### src/rtl/div_unit.sv
// rtl/div_unit.sv - multi-cycle restoring radix-2 divider (DIV/DIVU/REM/REMU)
module div_unit #(
  parameter int WIDTH = 32
) (
  input  logic                 clk,
  input  logic                 rst,
  input  logic                 signed_div_i,
  input  logic [WIDTH-1:0]     opdata1_i,
  input  logic [WIDTH-1:0]     opdata2_i,
  input  logic                 start_i,
  input  logic                 annul_i,
  output logic [2*WIDTH-1:0]   result_o,
  output logic                 ready_o
);

  localparam int CW = $clog2(WIDTH);

  typedef enum logic [1:0] {IDLE, BYZERO, RUN, DONE} state_t;

  state_t             state, state_n;
  logic [CW-1:0]      cnt, cnt_n;
  logic [WIDTH-1:0]   rem_q, rem_n, quo_q, quo_n, dvs_q, dvs_n;
  logic               sgn1_q, sgn1_n, sgn2_q, sgn2_n, sdiv_q, sdiv_n;
  logic [2*WIDTH-1:0] result_n;
  logic               ready_n;

  logic               neg1, neg2;
  logic [WIDTH-1:0]   abs1, abs2;
  logic [WIDTH:0]     shifted;
  logic [WIDTH+1:0]   trial;
  logic [WIDTH-1:0]   quo_step, rem_step, quo_fix, rem_fix;

  assign neg1 = signed_div_i & opdata1_i[WIDTH-1];
  assign neg2 = signed_div_i & opdata2_i[WIDTH-1];
  assign abs1 = neg1 ? -opdata1_i : opdata1_i;
  assign abs2 = neg2 ? -opdata2_i : opdata2_i;

  // Trial subtraction on {rem,quo} shifted left; a borrow in the top bit means restore.
  assign shifted  = {rem_q, quo_q[WIDTH-1]};
  assign trial    = {1'b0, shifted} - {2'b00, dvs_q};
  assign quo_step = {quo_q[WIDTH-2:0], ~trial[WIDTH+1]};
  assign rem_step = trial[WIDTH+1] ? shifted[WIDTH-1:0] : trial[WIDTH-1:0];

  assign quo_fix = (sdiv_q & (sgn1_q ^ sgn2_q)) ? -quo_step : quo_step;
  assign rem_fix = (sdiv_q & sgn1_q) ? -rem_step : rem_step;

  always_ff @(posedge clk) begin
    if (rst) begin
      state    <= IDLE;
      cnt      <= '0;
      rem_q    <= '0;
      quo_q    <= '0;
      dvs_q    <= '0;
      sgn1_q   <= 1'b0;
      sgn2_q   <= 1'b0;
      sdiv_q   <= 1'b0;
      result_o <= '0;
      ready_o  <= 1'b0;
    end else begin
      state    <= state_n;
      cnt      <= cnt_n;
      rem_q    <= rem_n;
      quo_q    <= quo_n;
      dvs_q    <= dvs_n;
      sgn1_q   <= sgn1_n;
      sgn2_q   <= sgn2_n;
      sdiv_q   <= sdiv_n;
      result_o <= result_n;
      ready_o  <= ready_n;
    end
  end

  always_comb begin
    state_n  = state;
    cnt_n    = cnt;
    rem_n    = rem_q;
    quo_n    = quo_q;
    dvs_n    = dvs_q;
    sgn1_n   = sgn1_q;
    sgn2_n   = sgn2_q;
    sdiv_n   = sdiv_q;
    result_n = result_o;
    ready_n  = ready_o;

    if (annul_i && state != IDLE) begin
      state_n  = IDLE;
      ready_n  = 1'b0;
      result_n = '0;
    end else begin
      case (state)
        IDLE: begin
          ready_n  = 1'b0;
          result_n = '0;
          if (start_i && !annul_i) begin
            sdiv_n = signed_div_i;
            sgn1_n = neg1;
            sgn2_n = neg2;
            cnt_n  = '0;
            rem_n  = '0;
            if (opdata2_i == '0) begin
              // Raw dividend is parked in quo for the RISC-V divide-by-zero remainder.
              state_n = BYZERO;
              quo_n   = opdata1_i;
            end else begin
              state_n = RUN;
              quo_n   = abs1;
              dvs_n   = abs2;
            end
          end
        end
        BYZERO: begin
          state_n  = DONE;
          ready_n  = 1'b1;
          result_n = {quo_q, {WIDTH{1'b1}}};
        end
        RUN: begin
          rem_n = rem_step;
          quo_n = quo_step;
          cnt_n = cnt + CW'(1);
          if (cnt == CW'(WIDTH - 1)) begin
            state_n  = DONE;
            ready_n  = 1'b1;
            result_n = {rem_fix, quo_fix};
          end
        end
        DONE: begin
          if (!start_i) begin
            state_n  = IDLE;
            ready_n  = 1'b0;
            result_n = '0;
          end
        end
        default: state_n = IDLE;
      endcase
    end
  end

endmodule
### config.mk
export PLATFORM = sky130hd
export DESIGN_NAME = div_unit
export DESIGN_NICKNAME = d
export VERILOG_FILES = /design/src/rtl/div_unit.sv
export SDC_FILE = /design/constraint.sdc
export NUM_CORES = 1
export LEC_CHECK = 0
export CAP_MARGIN = 20
export CORE_UTILIZATION = 58
export DETAILED_ROUTE_END_ITERATION = 12
export PLACE_DENSITY_LB_ADDON = 0.1
export REMOVE_ABC_BUFFERS = 1
export SYNTH_ARGS = -nofsm -noshare
export SYNTH_HDL_FRONTEND = slang
export SYNTH_SLANG_ARGS = --single-unit
### constraint.sdc
create_clock -name clk -period 5.6 [get_ports clk]
set_input_delay 1.12 -clock clk [delete_from_list [all_inputs] [get_ports clk]]
set_output_delay 1.12 -clock clk [all_outputs]
set_load 0.01 [all_outputs]
Word-level counts from Yosys, hierarchy flattened
Cells that the tools add are included.
{ "totals": {"reg_bits": 171, "latchBits": 0, "mem_bits_rw": 0, "mem_bits_ro": 0, "in_bits": 69, "out_inout_bits": 65, "wordCells": 67, "mem_count": 0} }
{ "op_classes": {"addsub": 6, "n_mul": 0, "div_mod_pow": 0, "n_lt_le_gt_ge": 0, "n_eq_ne": 7, "shifts": 0, "mux": 23, "n_bitwise": 8, "reduce_logical": 13} }
{ "op_table": {"columns": ["operator", "count"], "rows": [
  ["$mux W32", 8],
  ["$pmux W64 S4", 1],
  ["$mux W64", 2],
  ["$neg A32 Y32", 4],
  ["$pmux W32 S2", 2],
  ["$sub A33 B32 Y34", 1],
  ["$logic_not A32 Y1", 1],
  ["$pmux W5 S2", 1],
  ["$reduce_and A3 Y1", 3],
  ["$mux W2", 4],
  ["$pmux W2 S4", 1],
  ["$ne A2 B2 Y1 const B", 3],
  ["$add A5 B1 Y5 const B", 1],
  ["$eq A5 B5 Y1 const B", 1],
  ["$mux W5", 1],
  ["$and A1 B1 Y1", 4],
  ["$eq A2 B2 Y1 const B", 2],
  ["$pmux W1 S4", 1],
  ["$reduce_and A4 Y1", 1],
  ["$reduce_bool A2 Y1", 2],
  ["$not A1 Y1", 3],
  ["$eq A2 B1 Y1 const B", 1],
  ["$logic_and A1 B1 Y1", 2],
  ["$logic_not A2 Y1", 1],
  ["other kinds (5)", 6]
]} }

Depth between registers and ports, before layout
Gate-level depths: netlist of the first run.
{ "logic_depth": {"depth_word": 6, "depth_mapped": 22, "mapped_depth_nobuf": 18} }

Worst setup path after synthesis of the first run
OpenSTA, ideal clock, no wires.
{ "synth_timing": {"path_type": "flip-flop to flip-flop", "startpoint": "register rem_q[16]", "endpoint": "register result_o[62]", "setup_time_ns": 0.132, "arrival_ns": 4.153, "t_required_ns": 5.468, "path_slack_ns": 1.315, "path_stages_with_launch": 22, "path_buffers": 4, "period_less_slack_ns": 4.285, "cell_sequence": "dfxtp_1 ha_1 buf_4 and4_4 nand4_1 or4_4 a31o_4 nand2_4 buf_2 buf_4 buf_2 nand2_1 o21ai_0 ha_1 and4b_1 and3_1 a31o_2 nand4_1 nor4_2 a41oi_1 xnor2_1 o22ai_1"} }
{ "synth_via": {"elab_chain_cells": 6} }
{ "synth_lines": {"columns": ["element", "line", "rtl"], "rows": [
  ["start, declared", "22", "logic [WIDTH-1:0] rem_q, rem_n, quo_q, quo_n, dvs_q, dvs_n;"],
  ["start signal, assigned", "62", "rem_q <= rem_n;"],
  ["$sub A33 B32 Y34", "40", "assign trial = {1'b0, shifted} - {2'b00, dvs_q};"],
  ["$mux W32 (*)", "42", "assign rem_step = trial[WIDTH+1] ? shifted[WIDTH-1:0] : trial[WIDTH-1:0];"],
  ["$neg A32 Y32", "45", "assign rem_fix = (sdiv_q & sgn1_q) ? -rem_step : rem_step;"],
  ["$mux W32 (*)", "45", null],
  ["$mux W64 (*)", "120", "if (cnt == CW'(WIDTH - 1)) begin"],
  ["$pmux W64 S4 (*)", "90", "case (state)"],
  ["end signal, assigned", "68", "result_o <= result_n;"],
  ["end, declared", "12", "output logic [2*WIDTH-1:0] result_o,"]
]} }
Every way passes the cells marked *; elsewhere a longest branch is shown, timed or not. The select of a mux whose other input is x is not followed.
A chain may end at the register's enable or synchronous reset.

Worst setup path in the final report of the first run
{ "layout_timing": {"startpoint": "register quo_q[31]", "endpoint": "register result_o[62]"} }
{ "layout_via": {"elab_chain_cells": 6} }
{ "layout_lines": {"columns": ["element", "line", "rtl"], "rows": [
  ["start, declared", "22", null],
  ["start signal, assigned", "63", "quo_q <= quo_n;"],
  ["$sub A33 B32 Y34", "40", null],
  ["$mux W32 (*)", "42", null],
  ["$neg A32 Y32", "45", null],
  ["$mux W32 (*)", "45", null],
  ["$mux W64 (*)", "120", null],
  ["$pmux W64 S4 (*)", "90", null]
]} }
Marks and branches as above.

==> impl_metrics.yaml, run 1 <==
cts:
  cts_buffers: 17
  cts_max_level: 4
  cts_resized: 0
  clk_latency_ns: 0.44
  clock-sinks: 171
  clockRootBuffer: "clkbuf_16"
  cts_hold_buf: 0
  post_cts_buffers: 0
  clk_pin_slew_ns: 0.07
  cts_max_path_buffers: 2
  cts_tree: "built"
critical_path:
  critPathRequiredTime_ns: 5.88
  crit_chain: "inv_1, ha_1, nand2b_1, a21o_1, a2111o_1, a31o_4, nand2_4, nand2_1, o21ai_0, ha_1, and4b_1, and3_1, a31o_2, nand4_1, nor4_2, a41oi_1, xnor2_1, o22ai_1"
  crit_end: "result_o[62]"
  timing.rr.start: "quo_q[31]"
  cp_slowest_cell: "dfxtp_1"
  critPathMaxStageDelay_ns: 0.49
  worst-path-stages: 18
  r2r_slack_ns: 0.61
  crit_arrival_ns: 5.27
  worst_path_most_repeated_cell: "ha_1"
  r2r_cells: 18
  cp-start-kind: "flop"
  worstPathMaxFanout: 32
  endpoint_kind: "flop"
  worstSetupPathType: "reg -> reg"
  cp-startpoint: "quo_q[31]"
  rr_endpoint: "result_o[62]"
  critPathTopFamily: "simple AND/OR/NAND/NOR gates"
  critical_path_buf_inv_count: 1
routing:
  detail_route.wl_per_cell_um: 17.15
  first_pass_iters: 5
  drt.antenna.violating_nets: 0
  drc: 0
  routed_via_density: 6.122
  num_vias: 12100
  drtIter0Drc: 984
  wl_um: 33890
synthesis:
  yosys_warnings: 0
  synth_edf_count: 0
  ys_seq_area_share_pct: 28.43
  synthFlopType: "dfxtp_1"
  yosysTopAreaCell: "dfxtp_1"
  synth-seq-cells: 171
  synth.area.top_cells: "dfxtp_1 28%, a21oi_1 6.7%, nor2_1 6.6%, nand2_1 5.4%, xnor2_1 5.1%"
  synth_cell_type_count: 81
  syn_avg_cell_area_um2: 7.381
  synthArstFlopShare_pct: 0
  netlist_area_um2: 12040
  netlist.area_leader.share_pct: 28.43
  synthCells: 1631
timing:
  fin_tns_setup_ns: 0
  grt_setup_unrepaired: "false"
  whs_ns: 0.4539
  skew_ns: 0.01159
  relSlewSlack_pct: 34.54
  hold_violations: 0
  max_freq_mhz: 200.4
  setup_viol: 0
  drv_slew: 0
  period_minus_slack_ns: 4.989
  worst_slack_ns: 0.6109
  fin_crit_sh_pct: 89.09
  worst_pin_slew_ns: 0.9744
place:
  gp_congestion: 0.8674
  port_buffers: 133
  dp_hpwl_um: 24600
  pre_cts_slack_ns: 0.7088
layout:
  drive_gt1_share_pct: 5.569
  post-route-util_pct: 69.19
  finalNetCount: 1807
  antenna_cells: 0
  area_growth_pct: 16.67
floorplan:
  pin_count: 134
  core_area_um2: 20300
  rows: 52
  start_util_pct: 59.31
  chipHeight_um: 146.1
  die_x_um: 146.1
  dieArea_um2: 21340
global_route:
  overflow: 0
  grt_pass1_vias: 11270
  grt_start_max_net_pins: 76
  antenna_found_initial: 0
  grt_first_pass_wirelength_um: 56340
  grt_usage_pct: 32.04
status:
  outcome: "complete, no violations"
min_path:
  hold_class: "reg -> reg"
  hp-start: "result_o[17]"
power:
  p_leak_nw: 5.093
  power.density_nw_per_um2: 327.6
  totalPowerFinal_w: 0.004602
  ir_drop_mv: 0.3857
flow_run:
  maxCapViolations: 0
-- power breakdown --
part	switching [W]	internal (W)
Combinational	0.00128	0.000667
Clock	0.000528	0.000703
Sequential	0.000104	0.00132
Total	0.00192	0.00269
-- cell type report --
cell class	instances	area (um2)
clock buffer	18	429.2
clock inverter	13	168.9
fill	1776	6254
inverter	61	231.5
multi-input combinational	1294	7990
sequential	171	3423
tap	270	337.8
timing repair buffer	149	1465
-- state kept, by name, summed over array words and instances, names as in the netlist --
signal and cells:
cnt 5, dvs_q 32, quo_q 32, ready_o 1, rem_q 32, result_o 64, sdiv_q 1, sgn1_q 1
sgn2_q 1, state 2
-- metal layers --
metal | part of all wire (%) | GRT usage, % | routed length (um)
met1 | 45 | 43.93 | 15210
met4 | 1.8 | 10.36 | 602
met5 | 0 | 0 | 0
met3 | 7.5 | 4.375 | 2534
met2 | 46 | 52.03 | 15540
-- placed cells by master, fill, tap and decap left out, types with 49 or more instances in the layout --
cell | Yosys | routed
inv_1 | 60 | 60
a31oi_1 | 49 | 49
clkdlybuf4s50_1 | 0 | 132
nor2_1 | 211 | 208
xnor2_1 | 70 | 70
dfxtp_1 | 171 | 171
nand2_1 | 172 | 172
xor2_1 | 67 | 67
o21ai_0 | 60 | 60
a21oi_1 | 161 | 161
nand3_1 | 58 | 58
-- synth_stat cells, types with 11 or more instances --
cell / count
mux2_2: 11
o21ai_0: 60
or3_1: 18
o21ai_1: 12
nand2b_1: 15
nor2_1: 211
clkbuf_1: 84
a31oi_1: 49
nand3_1: 58
dfxtp_1: 171
or4_1: 11
nand2_1: 172
a22oi_1: 32
xnor2_1: 70
o31ai_1: 22
xor2_1: 67
mux2i_1: 22
a21oi_1: 161
inv_1: 60
ha_1: 43
and3_1: 14
nor3_1: 37
nor4_1: 13
a211oi_1: 38
-- through the flow --
stage | instances | cell area [um2]
final | 1976 | 14050
after global routing | 1976 | 14050
after CTS | 1976 | 14050
after detailed placement | 1945 | 13450
after global placement | 1944 | 13440
after floorplan | 1526 | 11620
-- how the worst min path moves through the flow --
| stage | to | cells past startpoint |
|---|---|---|
| global placement | result_o[17] | 2 |
| detailed placement | result_o[17] | 2 |
| CTS | result_o[17] | 2 |
| floorplan | cnt[4] | 2 |
| global route | result_o[17] | 2 |
| finish | result_o[17] | 2 |
-- kinds of logic after synthesis --
family	count (synthesis)	synth area share (%)
compound gates	475	25.42
xor+xnor	137	9.967
fa+ha+maj	44	4.635
buf+inv	166	5.425
flops	171	28.43
mux	34	2.972
simple gates	604	23.14
-- worst reg2reg max path, cell delays in order, from the launching register on --
cell and delay [ns]:
dfxtp_1 0.49, inv_1 0.21, ha_1 0.27, nand2b_1 0.17
a21o_1 0.25, a2111o_1 0.47, a31o_4 0.29, nand2_4 0.35
nand2_1 0.10, o21ai_0 0.17, ha_1 0.31, and4b_1 0.22
and3_1 0.17, a31o_2 0.16, nand4_1 0.26, nor4_2 0.42
a41oi_1 0.21, xnor2_1 0.24, o22ai_1 0.11
(Power assumes the default switching activity.)
==> run 2, diff against run 1 <==
--- a/config.mk
+++ b/config.mk
@@ -6,8 +6,11 @@
 export NUM_CORES = 1
 export LEC_CHECK = 0
 export CAP_MARGIN = 20
-export CORE_UTILIZATION = 58
+export CELL_PAD_IN_SITES_DETAIL_PLACEMENT = 1
+export CELL_PAD_IN_SITES_GLOBAL_PLACEMENT = 1
+export CORE_UTILIZATION = 42
 export DETAILED_ROUTE_END_ITERATION = 12
+export MAX_ROUTING_LAYER = met4
 export PLACE_DENSITY_LB_ADDON = 0.1
 export REMOVE_ABC_BUFFERS = 1
 export SYNTH_ARGS = -nofsm -noshare
==> run 2 against run 1 <==
- global-route usage shrank 3.5 points
- sequential power is essentially flat
- hold slack gained 0.0015 ns
- largest power group unchanged
- register-to-register slack gained 0.27 ns
- utilization shrank 18 points
- clock power is essentially flat
- flip-flop and latch count is the same
==> impl_metrics.yaml, run 2 (synthesis gave the netlist of run 1 again) <==
status:
  outcome: "complete, no violations"
critical_path:
  cp_slowest_cell: "ha_1"
  critical_path_buf_inv_count: 1
  worstSetupPathType: "reg -> reg"
  critPathMaxStageDelay_ns: 0.48
  critPathRequiredTime_ns: 5.90
  cp-start-kind: "flop"
  endpoint_kind: "flop"
  worstPathMaxFanout: 28
  crit_arrival_ns: 5.01
  critPathTopFamily: "simple AND/OR/NAND/NOR gates"
  crit_chain: "inv_1, ha_1, and4_4, nand4_1, or4_4, a31o_4, nand2_4, nand2_1, o21ai_0, ha_1, and4b_1, and3_1, a31o_2, nand4_1, nor4_2, a41oi_1, xnor2_1, o22ai_1"
routing:
  drt-met1-wl_um: 18760
  wl_um: 39750
  drt.antenna.violating_nets: 0
  num_vias: 12150
  drc: 0
  detail_route.wl_per_cell_um: 19.04
  wl_met2_um: 18800
  first_pass_iters: 5
  drtIter0Drc: 690
  routed_via_density: 5.819
  highest_layer: "met4"
  route.met3.wl_um: 1375
global_route:
  antenna_found_initial: 0
  grt_first_pass_wirelength_um: 64570
  grt_usage_pct: 28.55
  grt_pass1_vias: 12280
  grt_start_max_net_pins: 68
  overflow: 0
power:
  switchingPower_w: 0.002067
  p_seq_share_pct: 30.2
  power.density_nw_per_um2: 331.0
  p_comb_share_pct: 43.2
  p_leak_nw: 5.132
  pwr-share-clk_pct: 26.6
  p_sw_share_pct: 43.93
  internal_power_w: 0.002637
  ir_drop_mv: 0.2265
timing:
  relSlewSlack_pct: 36.97
  fin_crit_sh_pct: 84.26
  worst_slack_ns: 0.8813
  hold_violations: 0
  period_minus_slack_ns: 4.719
  fin_tns_setup_ns: 0
  max_freq_mhz: 211.9
  drv_slew: 0
  grt_setup_unrepaired: "false"
  whs_ns: 0.4554
  worst_pin_slew_ns: 0.9455
  skew_ns: 0.01603
  setup_viol: 0
min_path:
  hold_class: "reg -> reg"
layout:
  max_flop_register: "result_o"
  finalNetCount: 1810
  antenna_cells: 0
  drive_gt1_share_pct: 5.906
  post-route-util_pct: 50.73
  final_cell_mix: "208 x nor2_1, 172 x nand2_1, 171 x dfxtp_1"
  largest_reg_flops: 64
  area_growth_pct: 18.02
  final_common_cell: "nor2_1"
floorplan:
  dieArea_um2: 29350
  pin_count: 134
  die_x_um: 171.3
  start_util_pct: 42.98
  chipHeight_um: 171.3
  rows: 61
  core_area_um2: 28010
cts:
  cts_tree: "built"
  cts_hold_buf: 0
  post_cts_buffers: 0
  clockRootBuffer: "clkbuf_16"
  clock-sinks: 171
  cts_buffers: 17
  clk_latency_ns: 0.45
  cts_max_level: 4
  cts_resized: 0
  cts_max_path_buffers: 2
  clk_pin_slew_ns: 0.08
place:
  dp_hpwl_um: 29770
  gp_congestion: 0.8903
  port_buffers: 133
  pre_cts_slack_ns: 0.9465
flow_run:
  maxCapViolations: 0
[run 2: changes by cell type in the layout (fill, tap and decap cells not counted), sizes merged]
cell	before	now
buf	17	20
bufinv	3	1
inv	63	69
clkinv	2	5
clkinvlp	6	0
[run 2: power groups by stage]
stage | clock network, W | logic [W] | registers, W
2_1_floorplan | 0 | 0.00132 | 0.00142
3_3_place_gp | 0 | 0.00197 | 0.00144
3_5_place_dp | 0 | 0.00202 | 0.00144
4_1_cts | 0.00128 | 0.00203 | 0.00142
5_1_grt | 0.00132 | 0.00223 | 0.00143
6_report | 0.00125 | 0.00203 | 0.00142
[run 2: final timing paths]
| path | startpoint | to | slack [ns] | depth (start not counted) |
|---|---|---|---|---|
| worst max-delay path | dvs_q[19] | result_o[62] | 0.88 | 18 |
| worst min-delay path | ready_o | ready_o | 0.46 | 2 |
| worst max register to register | dvs_q[19] | result_o[62] | 0.88 | 18 |
| worst min register to register | ready_o | ready_o | 0.46 | 2 |
[run 2: final cells by class]
type,instances,area [um2]
clock buffer,18,439.2
fill,3534,13800
multi-input combinational,1294,7995
sequential,171,3423
clock inverter,14,171.4
timing repair buffer,152,1475
inverter,61,231.5
tap,378,473.0
[run 2: stage by stage]
| stage | cell area (um2) | instances | total power [W] |
|---|---|---|---|
| final | 14210 | 2088 | 0.004704 |
| after floorplan | 11620 | 1526 | 0.002741 |
| after global placement | 13590 | 2055 | 0.003408 |
| after global routing | 14210 | 2088 | 0.004984 |
| after detailed placement | 13590 | 2055 | 0.003460 |
| after CTS | 14200 | 2087 | 0.004723 |
[run 2: worst min-delay path, delay by kind of cell (launching register included)]
family | cells | cell delay [ns]
DFF | 1 | 0.31
and+or+nand+nor | 1 | 0.05
AOI/OAI and AO/OA | 1 | 0.05
[run 2: per-layer routing]
metal / up-vias / track usage, %
li1: 5951 / -
met1: 5879 / 36.12
met2: 269 / 47.83
met3: 51 / 2.761
met4: 0 / 9.006
met5: - / -
==> run 3, diff against run 2 <==
==> constraint.sdc (replaced) <==
create_clock -name clk -period 4.87 [get_ports clk]
set_input_delay 0.974 -clock clk [delete_from_list [all_inputs] [get_ports clk]]
set_output_delay 0.974 -clock clk [all_outputs]
set_load 0.01 [all_outputs]
==> run 3 against run 2 <==
- routed wire length up 1.9%
- register-to-register slack worse by 0.50 ns
- sequential power increased by 15%
- largest power group unchanged
==> impl_metrics.yaml, run 3 (synthesis gave the netlist of run 1 again) <==
min_path:
  hold_class: "reg -> reg"
  whs_path_depth: 2
timing:
  setup_viol: 0
  max_freq_mhz: 222.7
  worst_pin_slew_ns: 0.9289
  hold_violations: 0
  drv_slew: 0
  period_minus_slack_ns: 4.491
  whs_ns: 0.4611
  relSlewSlack_pct: 37.92
  skew_ns: 0.01682
  grt_setup_unrepaired: "false"
  fin_tns_setup_ns: 0
  fin_crit_sh_pct: 92.22
cts:
  clockRootBuffer: "clkbuf_16"
  cts_buffers: 17
  cts_resized: 0
  clk_pin_slew_ns: 0.08
  clock-sinks: 171
  clk_latency_ns: 0.44
  cts_max_path_buffers: 2
  cts_max_level: 4
  post_cts_buffers: 0
  cts_hold_buf: 0
  cts_tree: "built"
place:
  placed_area_um2: 13640
  port_buffers: 133
  gp_congestion: 0.8362
  dp_hpwl_um: 29850
layout:
  final_common_cell: "nor2_1"
  drive_gt1_share_pct: 6.122
  antenna_cells: 0
  area_growth_pct: 18.19
  fin_area_um2: 14230
  largest_reg_flops: 64
  max_flop_register: "result_o"
  fill_cells: 3504
  final_cell_mix: "208 x nor2_1, 172 x nand2_1, 171 x dfxtp_1"
  finalNetCount: 1815
  post-route-util_pct: 50.80
status:
  outcome: "complete, no violations"
routing:
  drtIter0Drc: 737
  routed_via_density: 5.844
  drc: 0
  detail_route.wl_per_cell_um: 19.35
  drt.antenna.violating_nets: 0
  first_pass_iters: 5
  wl_um: 40500
  num_vias: 12230
critical_path:
  worstPathMaxFanout: 9
  critPathRequiredTime_ns: 5.17
  crit_arrival_ns: 4.79
  cp-start-kind: "flop"
  worstSetupPathType: "reg -> reg"
  r2r_cells: 17
  endpoint_kind: "flop"
floorplan:
  pin_count: 134
  die_x_um: 171.3
  chipHeight_um: 171.3
  start_util_pct: 42.98
  dieArea_um2: 29350
  core_area_um2: 28010
  rows: 61
global_route:
  grt_pass1_vias: 12240
  antenna_found_initial: 0
  grt_start_max_net_pins: 68
  grt_first_pass_wirelength_um: 65340
  grt_usage_pct: 28.90
  overflow: 0
power:
  totalPowerFinal_w: 0.005421
  p_leak_nw: 5.140
  power.density_nw_per_um2: 381.0
  ir_drop_mv: 0.2710
flow_run:
  maxCapViolations: 0
==> run 3: path summary, 6_finish.rpt <==
kind                                 from           end  slack, ns
worst max-delay path            rem_q[16]  result_o[62]       0.38
worst min-delay path              ready_o       ready_o       0.46
worst max register to register  rem_q[16]  result_o[62]       0.38
worst min register to register    ready_o       ready_o       0.46
==> run 3: report_power, final <==
group          internal, W  total (W)  switching (W)
clock             0.000768    0.00142       0.000648
sequential         0.00151    0.00164       0.000124
combinational     0.000787    0.00237        0.00158
==> run 3: layer usage <==
| metal | track usage (%) | share of wire, % | vias up |
|---|---|---|---|
| met3 | 3.083 | 4.0 | 48 |
| met1 | 37.45 | 47 | 5935 |
| met4 | 7.026 | 1.5 | 0 |
| met5 | - | 0 | - |
| li1 | - | - | 5947 |
| met2 | 48.02 | 47 | 302 |
==> run 3: per-stage QoR <==
step           std cells  worst slack (ns)
2_1_floorplan       1526           -0.1005
3_3_place_gp        2061            0.5852
3_5_place_dp        2061            0.4633
4_1_cts             2093            0.4075
5_1_grt             2093           0.05165
6_report            2093            0.3789
==> run 3: worst max-delay path: stages, from the launching register on <==
cell	delay (ns)
dfxtp_1	0.37
ha_1	0.51
and4_4	0.32
nand4_1	0.10
or4_4	0.46
a31o_4	0.26
nand2_4	0.12
nand2_1	0.06
o21ai_0	0.14
ha_1	0.30
and4b_1	0.22
and3_1	0.18
a31o_2	0.14
nand4_1	0.25
nor4_2	0.42
a41oi_1	0.22
xnor2_1	0.19
o22ai_1	0.09
==> run 3: area by class of cell <==
class / count / area (um2) / area share [%]
sequential: 171 / 3423 / 24.06
clock inverter: 14 / 162.7 / 1.143
inverter: 61 / 231.5 / 1.627
tap: 378 / 473.0 / 3.324
clock buffer: 18 / 429.2 / 3.016
multi-input combinational: 1294 / 8000 / 56.23
timing repair buffer: 157 / 1509 / 10.61
